$ cat src/rtl/mem_arb_pkg.sv
// Shared types for the memory-port arbiter: FSM states, owner encoding, poison address.
// Latency: n/a (types only).
// Backpressure: n/a (types only).
package mem_arb_pkg;

  typedef enum logic [1:0] {
    IDLE,
    ISSUE,
    WAIT,
    RESP
  } arb_state_t;

  typedef enum logic {
    OWN_I,
    OWN_D
  } owner_t;

  // Reset value of mem_addr and the data returned on a memory timeout.
  localparam logic [31:0] ADDR_INVALID = 32'hDEAD_BEEF;

endpackage

$ cat src/rtl/mem_port_arbiter.sv
// Shares one wishbone-style memory port between I-fetch miss (I) and the D-cache MSHR (D).
// Latency: req seen in IDLE -> mem_req next cycle -> x_valid one cycle after mem_valid.
// Backpressure: requesters hold req level until their x_valid; one transaction in flight.
//
// Ports:
//   clk, rst_n                     clock, async active-low reset
//   i_req/i_addr -> i_valid/i_rdata                I-fetch read requester
//   d_req/d_we/d_addr/d_wdata -> d_valid/d_rdata   D-cache read/write requester
//   mem_req/mem_we/mem_addr/mem_wdata, mem_rdata/mem_valid    memory port
//   busy, grant_d, err             status: not idle, current/last owner is D, sticky timeout
module mem_port_arbiter
  import mem_arb_pkg::*;
#(
  parameter int MAX_D_STREAK = 4,
  parameter int TIMEOUT      = 64
) (
  input  logic        clk,
  input  logic        rst_n,
  input  logic        i_req,
  input  logic [31:0] i_addr,
  output logic        i_valid,
  output logic [31:0] i_rdata,
  input  logic        d_req,
  input  logic        d_we,
  input  logic [31:0] d_addr,
  input  logic [31:0] d_wdata,
  output logic        d_valid,
  output logic [31:0] d_rdata,
  output logic        mem_req,
  output logic        mem_we,
  output logic [31:0] mem_addr,
  output logic [31:0] mem_wdata,
  input  logic [31:0] mem_rdata,
  input  logic        mem_valid,
  output logic        busy,
  output logic        grant_d,
  output logic        err
);

  localparam int STREAK_W = $clog2(MAX_D_STREAK + 1);
  localparam int TIMER_W  = $clog2(TIMEOUT);
  localparam logic [STREAK_W-1:0] STREAK_MAX = STREAK_W'(MAX_D_STREAK);
  localparam logic [TIMER_W-1:0]  TIMER_LAST = TIMER_W'(TIMEOUT - 1);

  arb_state_t          r_state;
  arb_state_t          w_state_nxt;
  owner_t              r_owner;
  logic [STREAK_W-1:0] r_streak;
  logic [TIMER_W-1:0]  r_timer;
  logic                r_mem_we;
  logic [31:0]         r_mem_addr;
  logic [31:0]         r_mem_wdata;
  logic [31:0]         r_rdata;
  logic                r_err;

  logic w_grant;
  logic w_pick_d;
  logic w_resp_ok;
  logic w_resp_to;

  // D wins unless I is waiting and D has already used up its streak allowance.
  function automatic logic f_pick_d(input logic d, input logic i,
                                    input logic [STREAK_W-1:0] streak);
    return d && !(i && (streak == STREAK_MAX));
  endfunction

  assign w_pick_d = f_pick_d(d_req, i_req, r_streak);

  always_ff @(posedge clk or negedge rst_n) begin
    if (!rst_n) begin
      r_state <= IDLE;
    end else begin
      r_state <= w_state_nxt;
    end
  end

  always_comb begin
    w_state_nxt = r_state;
    w_grant     = 1'b0;
    w_resp_ok   = 1'b0;
    w_resp_to   = 1'b0;
    case (r_state)
      IDLE: begin
        if (d_req || i_req) begin
          w_grant     = 1'b1;
          w_state_nxt = ISSUE;
        end
      end
      ISSUE: w_state_nxt = WAIT;
      WAIT: begin
        // A completion in the final timer cycle still counts as a normal response.
        if (mem_valid) begin
          w_resp_ok   = 1'b1;
          w_state_nxt = RESP;
        end else if (r_timer == TIMER_LAST) begin
          w_resp_to   = 1'b1;
          w_state_nxt = RESP;
        end
      end
      RESP:    w_state_nxt = IDLE;
      default: w_state_nxt = IDLE;
    endcase
  end

  always_ff @(posedge clk or negedge rst_n) begin
    if (!rst_n) begin
      r_owner     <= OWN_I;
      r_streak    <= '0;
      r_timer     <= '0;
      r_mem_we    <= 1'b0;
      r_mem_addr  <= ADDR_INVALID;
      r_mem_wdata <= '0;
      r_rdata     <= '0;
      r_err       <= 1'b0;
    end else begin
      if (w_grant) begin
        r_owner     <= w_pick_d ? OWN_D : OWN_I;
        r_mem_we    <= w_pick_d & d_we;
        r_mem_addr  <= w_pick_d ? d_addr : i_addr;
        r_mem_wdata <= w_pick_d ? d_wdata : '0;
        // Streak only grows while I is actually being held off.
        if (w_pick_d && i_req) begin
          if (r_streak != STREAK_MAX) begin
            r_streak <= r_streak + STREAK_W'(1);
          end
        end else begin
          r_streak <= '0;
        end
      end
      if (r_state == ISSUE) begin
        r_timer <= '0;
      end else if (r_state == WAIT) begin
        r_timer <= r_timer + TIMER_W'(1);
      end
      if (w_resp_ok) begin
        r_rdata <= (r_owner == OWN_D && r_mem_we) ? '0 : mem_rdata;
      end
      if (w_resp_to) begin
        r_rdata <= ADDR_INVALID;
        r_err   <= 1'b1;
      end
    end
  end

  assign mem_req   = (r_state == ISSUE);
  assign mem_we    = r_mem_we;
  assign mem_addr  = r_mem_addr;
  assign mem_wdata = r_mem_wdata;
  assign busy      = (r_state != IDLE);
  assign grant_d   = (r_owner == OWN_D);
  assign err       = r_err;
  assign i_valid   = (r_state == RESP) && (r_owner == OWN_I);
  assign d_valid   = (r_state == RESP) && (r_owner == OWN_D);
  assign i_rdata   = (r_owner == OWN_I) ? r_rdata : '0;
  assign d_rdata   = (r_owner == OWN_D) ? r_rdata : '0;

endmodule

$ cat config.mk
export PLATFORM = sky130hd
export DESIGN_NAME = mem_port_arbiter
export DESIGN_NICKNAME = d
export VERILOG_FILES = /design/src/rtl/mem_arb_pkg.sv /design/src/rtl/mem_port_arbiter.sv
export SDC_FILE = /design/constraint.sdc
export NUM_CORES = 1
export LEC_CHECK = 0
export CORE_AREA = 2 2 103 105
export DETAILED_ROUTE_END_ITERATION = 16
export DIE_AREA = 0 0 105 107
export DONT_BUFFER_PORTS = 1
export PLACE_DENSITY = 0.73
export SYNTH_ARGS = -nofsm -noshare
export SYNTH_HDL_FRONTEND = slang
export SYNTH_SLANG_ARGS = --single-unit
$ cat constraint.sdc
create_clock -name clk -period 2.2 [get_ports clk]
set_clock_uncertainty 0.1 [all_clocks]
set_input_delay 0.11 -clock clk [delete_from_list [all_inputs] [get_ports clk]]
set_output_delay 0.11 -clock clk [all_outputs]
set_load 0.05 [all_outputs]
==> results of run 1 <==
## cells in the final DEF (no fill, tap or decap), drive strengths merged, types with 4 or more instances in the layout
cell	count
a21oi	65
a22o	42
nor2b	35
inv	9
clkbuf	11
dfrtp	86
buf	45
nand2	64
ha	7
and2	35
dlygate4sd3	133
dfstp	24
clkinv	4
o21ai	29
nor2	64
## kinds of logic (layout without fill, tap and decap cells)
logic type,Yosys count,count (layout)
AOI/OAI and AO/OA,145,146
adders and majority gates,7,7
and+or+nand+nor,208,208
muxes,3,3
buffers and inverters,45,203
DFF,110,110
## worst max-delay path, delay by kind of cell, from the launching register on
kind	cells	cell delay, ps
buf+inv	2	660
compound gates	2	430
flops	1	420
fa+ha+maj	1	290
## repair_timing
item                                   in CTS  in global routing
resized for setup                           0                  1
endpoints found under the hold margin     212                110
setup endpoints to repair                   0                  1
## power groups by stage
stage          Combinational, mW  Sequential [mW]  Clock, mW
6_report                    5.51             5.82       1.06
5_1_grt                     5.89             5.91       1.18
4_1_cts                     5.37             5.76       1.08
3_5_place_dp                5.19             5.77          0
3_3_place_gp                5.02             5.77          0
2_1_floorplan               4.17             5.56          0
## per-layer routing
metal  vias up  part of all wire (%)
met5         -                     0
met1      2243                    35
li1       2058                     -
met4         0                   4.7
met2       310                    51
met3        70                   8.8
## flip-flops by register name, summed over array words and instances, names as in the netlist
name	count
err	1
grant_d	1
mem_addr	32
mem_wdata	32
mem_we	1
r_rdata	32
r_state	2
r_streak	3
r_timer	6
## worst max path at each step
stage / start / endpoint / slack [ps] / cells past startpoint
2_1_floorplan: grant_d / d_rdata[22] / 320 / 3
3_3_place_gp: r_state[0] / mem_wdata[18] / 410 / 5
3_5_place_dp: r_state[1] / mem_wdata[18] / 340 / 5
4_1_cts: r_state[1] / r_streak[2] / 30 / 5
5_1_grt: r_state[1] / r_streak[2] / 100 / 5
6_report: r_state[1] / r_streak[2] / 200 / 5
## stage by stage
stage | hold slack (ps) | setup slack [ps] | util, %
after floorplan | -285.6 | 315.8 | -
after CTS | -700.4 | 31.56 | 68.67
after detailed placement | -282.0 | 335.6 | 53.91
after global placement | -282.1 | 406.8 | 53.91
final | -669.1 | 203.2 | 68.78
after global routing | -698.0 | 96.09 | 68.78
## cell type report
| class | instances | share of cell area [%] |
|---|---|---|
| repair buffers | 178 | 24.95 |
| clock inverters | 5 | 0.3965 |
| multi-input cells | 364 | 29.72 |
| well taps | 136 | 2.451 |
| clock buffers | 11 | 1.893 |
| flip-flops and latches | 110 | 40.10 |
| inverters | 9 | 0.4867 |
==> flow_summary.toml, run 1 <==
[place]
post-place-cells = 663
placed_area_um2 = 5440
io_buffer_count = 0
gp_congestion = 0.7929
place.detailed.hpwl_um = 9093

[finish]
final_design_area_no_fill_um2 = 6942
nets = 813
seqCellArea_um2 = 2784
flow.area_growth_from_synthesis_pct = 37.70
fillers = 692
area_of_combinational_cells_with_multiple_inputs_um2 = 2063
finish.cell_count_without_fillers = 813
antenna_cells_inserted = 0
drive_above_1_share_pct = 13.74

[power]
power-per-cell-area_nw_per_um2 = 1784
ir_worst_vdd_mv = 1.072
total_switching_power_mw = 7.039
total_power_mw = 12.39
leakage_nw = 3.080
switching_share_pct = 56.83
power_share_of_the_sequential_group_pct = 47.0
p_comb_share_pct = 44.5
p_int_mw = 5.348
relative_contribution_of_the_clock_network_to_total_power_pct = 8.5

[status]
outcome = "finished with violations"
failed_checks = "hold timing"

[clocking]
number_of_setup_buffers_added_after_cts = 0
clock_tree.buffer_depth = 2
numClockSinks = 110
cts_tree = "built"
cts.htree.levels = 3
numCtsBuffers = 9
cts-root-buf = "clkbuf_8"
ctsHoldBuffers = 133
clk_transition_reported_paths_ps = 100
insertion_delay_ps = 370

[global_route]
number_of_global_route_vias_before_repair = 4708
grt_met2_use_pct = 47.54
overflow = 0
groute.usage.overall_pct = 27.61
grt_pass1_wl_um = 24250
number_of_antenna_violations_at_the_first_check_in_global_routing = 0
grt_util_met1_pct = 30.87
largest_net_degree_at_the_start_of_global_routing = 111
grt_use_met3_pct = 6.930
top_usage_layer = "met2"

[setup_path]
crit_path_end_kind = "flop"
r2r.worst_path.cells = 5
setup.worst_path.class = "flop to flop"
critical_path.startpoint_type = "flop"
r2r_end = "r_streak[2]"
worst-endpoint-required_ps = 2360
critPathMaxFanout = 13
timing.critical_path.slowest_stage_cell = "dlygate4sd3_1"
timing.critical_path.cells = "inv_1 > ha_2 > o21ai_4 > a32o_1 > dlygate4sd3_1"
worst_r2r_src = "r_state[1]"
worst_ep_arrival_time_ps = 2160
crit_path_max_incr_delay_ps = 550
timing.reg2reg.setup_slack_ps = 200

[synthesis]
synth_xor_xnor_area_share_pct = 0
syn_area_per_cell_um2 = 9.732
post_synth_adder_cell_area_pct = 1.737
ys_ff_latch = 110
synthesis.nets = 659
post-synth-top-area-cell = "dfrtp_1"
ys_dominant_reg_cell = "dfrtp_1"
synth_simple_gate_area_share_pct = 19.86
async_sr_flop_fraction_pct = 100.0
synth.cell_area_um2 = 5041
netlist_top_cells_count = "dfrtp_1 (86), a21oi_1 (65), nand2_1 (64)"
synth-edff-count = 0
syn-instance-count = 518
synth.most_common_cell = "dfrtp_1"
synth.yosys.seq_area_share_pct = 55.20
synth.area.mux_share_pct = 0.6205
synth-compound-area-share_pct = 18.34
largest_cells_by_area_after_synthesis = "dfrtp_1 (43%), dfstp_2 (13%), a22o_1 (7.3%), a21oi_1 (6.5%), nand2_1 (4.8%)"
synth_largest_type_area_fraction_pct = 42.69
synth_cell_type_count = 38
yosys_warnings = 0
largest_family_of_logic_cells_by_synthesized_area = "simple AND/OR/NAND/NOR gates"

[timing]
hold_violation_count_in_the_final_report = 110
final_worst_path_period_share_pct = 90.76
rsz0062_at_grt = "no"
finalHoldWorstSlack_ps = -669.1
timing.final.crit_period_ps = 1997
worst_slew_margin_relative_to_its_limit_pct = 59.98
tightestPinTransition_ps = 600.2
fin_tns_setup_ps = 0
timing.fmax_mhz = 500.8
setup_viol_count_final = 0
report.final.slew_viol_count = 0

[detailed_routing]
detail_route.wl_per_cell_um = 19.36
via_per_inst = 5.758
route.final.wire_length_um = 15740
num_vias = 4681
first_pass_iters = 7
final_antenna_net_count = 0
drt_initial_violations = 344
detail_route.drc_violations = 0

[die]
rows = 37
die-height_um = 107
placeableCoreArea_um2 = 10090
design.die.area_um2 = 11240
die_w_um = 105
initial_core_util_pct = 49.95
pin_count = 269

[min_path]
worstHoldPathType = "primary input to async pin"

[run]
max-cap-violations = 0
Power figures use the tool's default switching activity.
==> run 2: changes to the inputs <==
- CELL_PAD_IN_SITES_DETAIL_PLACEMENT: not set -> 1
- CELL_PAD_IN_SITES_GLOBAL_PLACEMENT: not set -> 1
- CORE_AREA: 2 2 103 105 -> not set
- CORE_MARGIN: not set -> 2
- CORE_UTILIZATION: not set -> 45
- DIE_AREA: 0 0 105 107 -> not set
- PLACE_DENSITY: 0.73 -> 0.86
==> flow_summary.toml, run 2 (same netlist as run 1, synthesis figures left out) <==
[detailed_routing]
route.top_layer_used = "met4"
first_pass_iters = 4
wl_met2_um = 10810
final_antenna_net_count = 0
via_per_inst = 5.910
detail_route.drc_violations = 0
num_vias = 4852
drt_initial_violations = 332
detail_route.wl_per_cell_um = 24.74
met1_length_um = 7152
dr_wl_met3_um = 1385
route.final.wire_length_um = 20310

[setup_path]
setup.worst_path.class = "flop to flop"
timing.reg2reg.setup_slack_ps = 120
worst_r2r_src = "r_state[1]"
r2r_end = "r_streak[2]"
critical_path.startpoint_type = "flop"
critical_path.top_delay_family = "buffers and inverters"
crit_path_end_kind = "flop"
worst-endpoint-required_ps = 2370
r2r.worst_path.cells = 5
critPathMaxFanout = 18
critical_path.n_buffers_inverters = 2
timing.critical_path.cells = "inv_1 > ha_2 > o21ai_4 > a32o_1 > dlygate4sd3_1"
worst_ep_arrival_time_ps = 2250
timing.critical_path.slowest_stage_cell = "dlygate4sd3_1"
crit_path_max_incr_delay_ps = 550

[run]
max-cap-violations = 0

[timing]
hold_violation_count_in_the_final_report = 110
rsz0062_at_grt = "no"
timing.final.crit_period_ps = 2081
tightestPinTransition_ps = 796.1
report.final.slew_viol_count = 0
worst_slew_margin_relative_to_its_limit_pct = 46.92
fin_tns_setup_ps = 0
setup_viol_count_final = 0
timing.fmax_mhz = 480.6
final_worst_path_period_share_pct = 94.57
finalHoldWorstSlack_ps = -687.9

[place]
place.detailed.hpwl_um = 10390
gp_congestion = 0.7949
io_buffer_count = 0

[global_route]
groute.usage.overall_pct = 33.11
grt_pass1_wl_um = 29750
overflow = 0
largest_net_degree_at_the_start_of_global_routing = 111
number_of_antenna_violations_at_the_first_check_in_global_routing = 0
number_of_global_route_vias_before_repair = 5379

[clocking]
ctsHoldBuffers = 133
numClockSinks = 110
clk_transition_reported_paths_ps = 120
cts-root-buf = "clkbuf_8"
clock_tree.buffer_depth = 2
number_of_setup_buffers_added_after_cts = 0
numCtsBuffers = 9
cts_tree = "built"
cts.htree.levels = 3
insertion_delay_ps = 370

[finish]
layout.cells.most_common_list = "dlygate4sd3_1 (133), dfrtp_1 (85), a21oi_1 (65)"
nets = 815
commonest_non_fill_non_tap_cell_in_the_layout = "dlygate4sd3_1"
flow.area_growth_from_synthesis_pct = 39.04
drive_above_1_share_pct = 14.14

[power]
leakage_nw = 3.109
total_power_mw = 13.08
power-per-cell-area_nw_per_um2 = 1867
ir_worst_vdd_mv = 1.183

[status]
outcome = "finished with violations"
failed_checks = "hold timing"

[die]
die_w_um = 109.8
initial_core_util_pct = 46.30
die-height_um = 109.8
pin_count = 269
design.die.area_um2 = 12060
placeableCoreArea_um2 = 10890
rows = 38

[min_path]
worstHoldPathType = "primary input to async pin"
run 2: changes by cell type in the layout (fill, tap and decap cells not counted), sizes merged:
cell and delta:
inv +1, buf +2, bufinv +2, clkbuf -1, clkinv -2, diode +2
run 2: what timing repair did:
action / CTS / global route
endpoints found under the hold margin: 211 / 110
setup endpoints to repair: 0 / 1
gates resized for setup: 0 / 1
run 2: routing by layer:
layer,GRT usage [%],vias to the layer above
li1,-,2053
met1,36.36,2452
met2,59.11,269
met3,7.054,78
met4,18.26,0
met5,0,-
run 2: through the flow:
step	hold slack [ps]	cell area, um2	setup WS [ps]	instances	util [%]
2_1_floorplan	-285.6	5041	315.8	518	-
3_3_place_gp	-282.5	5448	430.0	669	50.03
3_5_place_dp	-284.3	5448	312.5	669	50.03
4_1_cts	-682.7	6993	24.94	818	64.23
5_1_grt	-712.3	7004	76.29	819	64.33
6_report	-687.9	7009	119.4	821	64.38
run 2: worst max-delay path by stage:
stage / startpoint / to / slack (ps) / cells past startpoint
2_1_floorplan: grant_d / d_rdata[22] / 320 / 3
3_3_place_gp: r_state[0] / mem_wdata[14] / 430 / 5
3_5_place_dp: r_state[0] / mem_wdata[10] / 310 / 6
4_1_cts: r_state[1] / r_streak[2] / 20 / 5
5_1_grt: r_state[1] / r_streak[2] / 80 / 5
6_report: r_state[1] / r_streak[2] / 120 / 5
run 2: power breakdown:
group	internal, mW	switching (mW)	total (mW)
logic	1.84	3.97	5.82
clock network	0.644	0.719	1.36
registers	3.12	2.79	5.90
total	5.60	7.48	13.1
run 2: layout make-up:
type                    instances  area, um2
fillers                      1148       3879
clock buffers                  10      127.6
multi-input cells             364       2063
diodes                          2      5.005
flip-flops and latches        110       2784
clock inverters                 6      86.33
inverters                       9      33.78
well taps                     140      175.2
repair buffers                180       1734
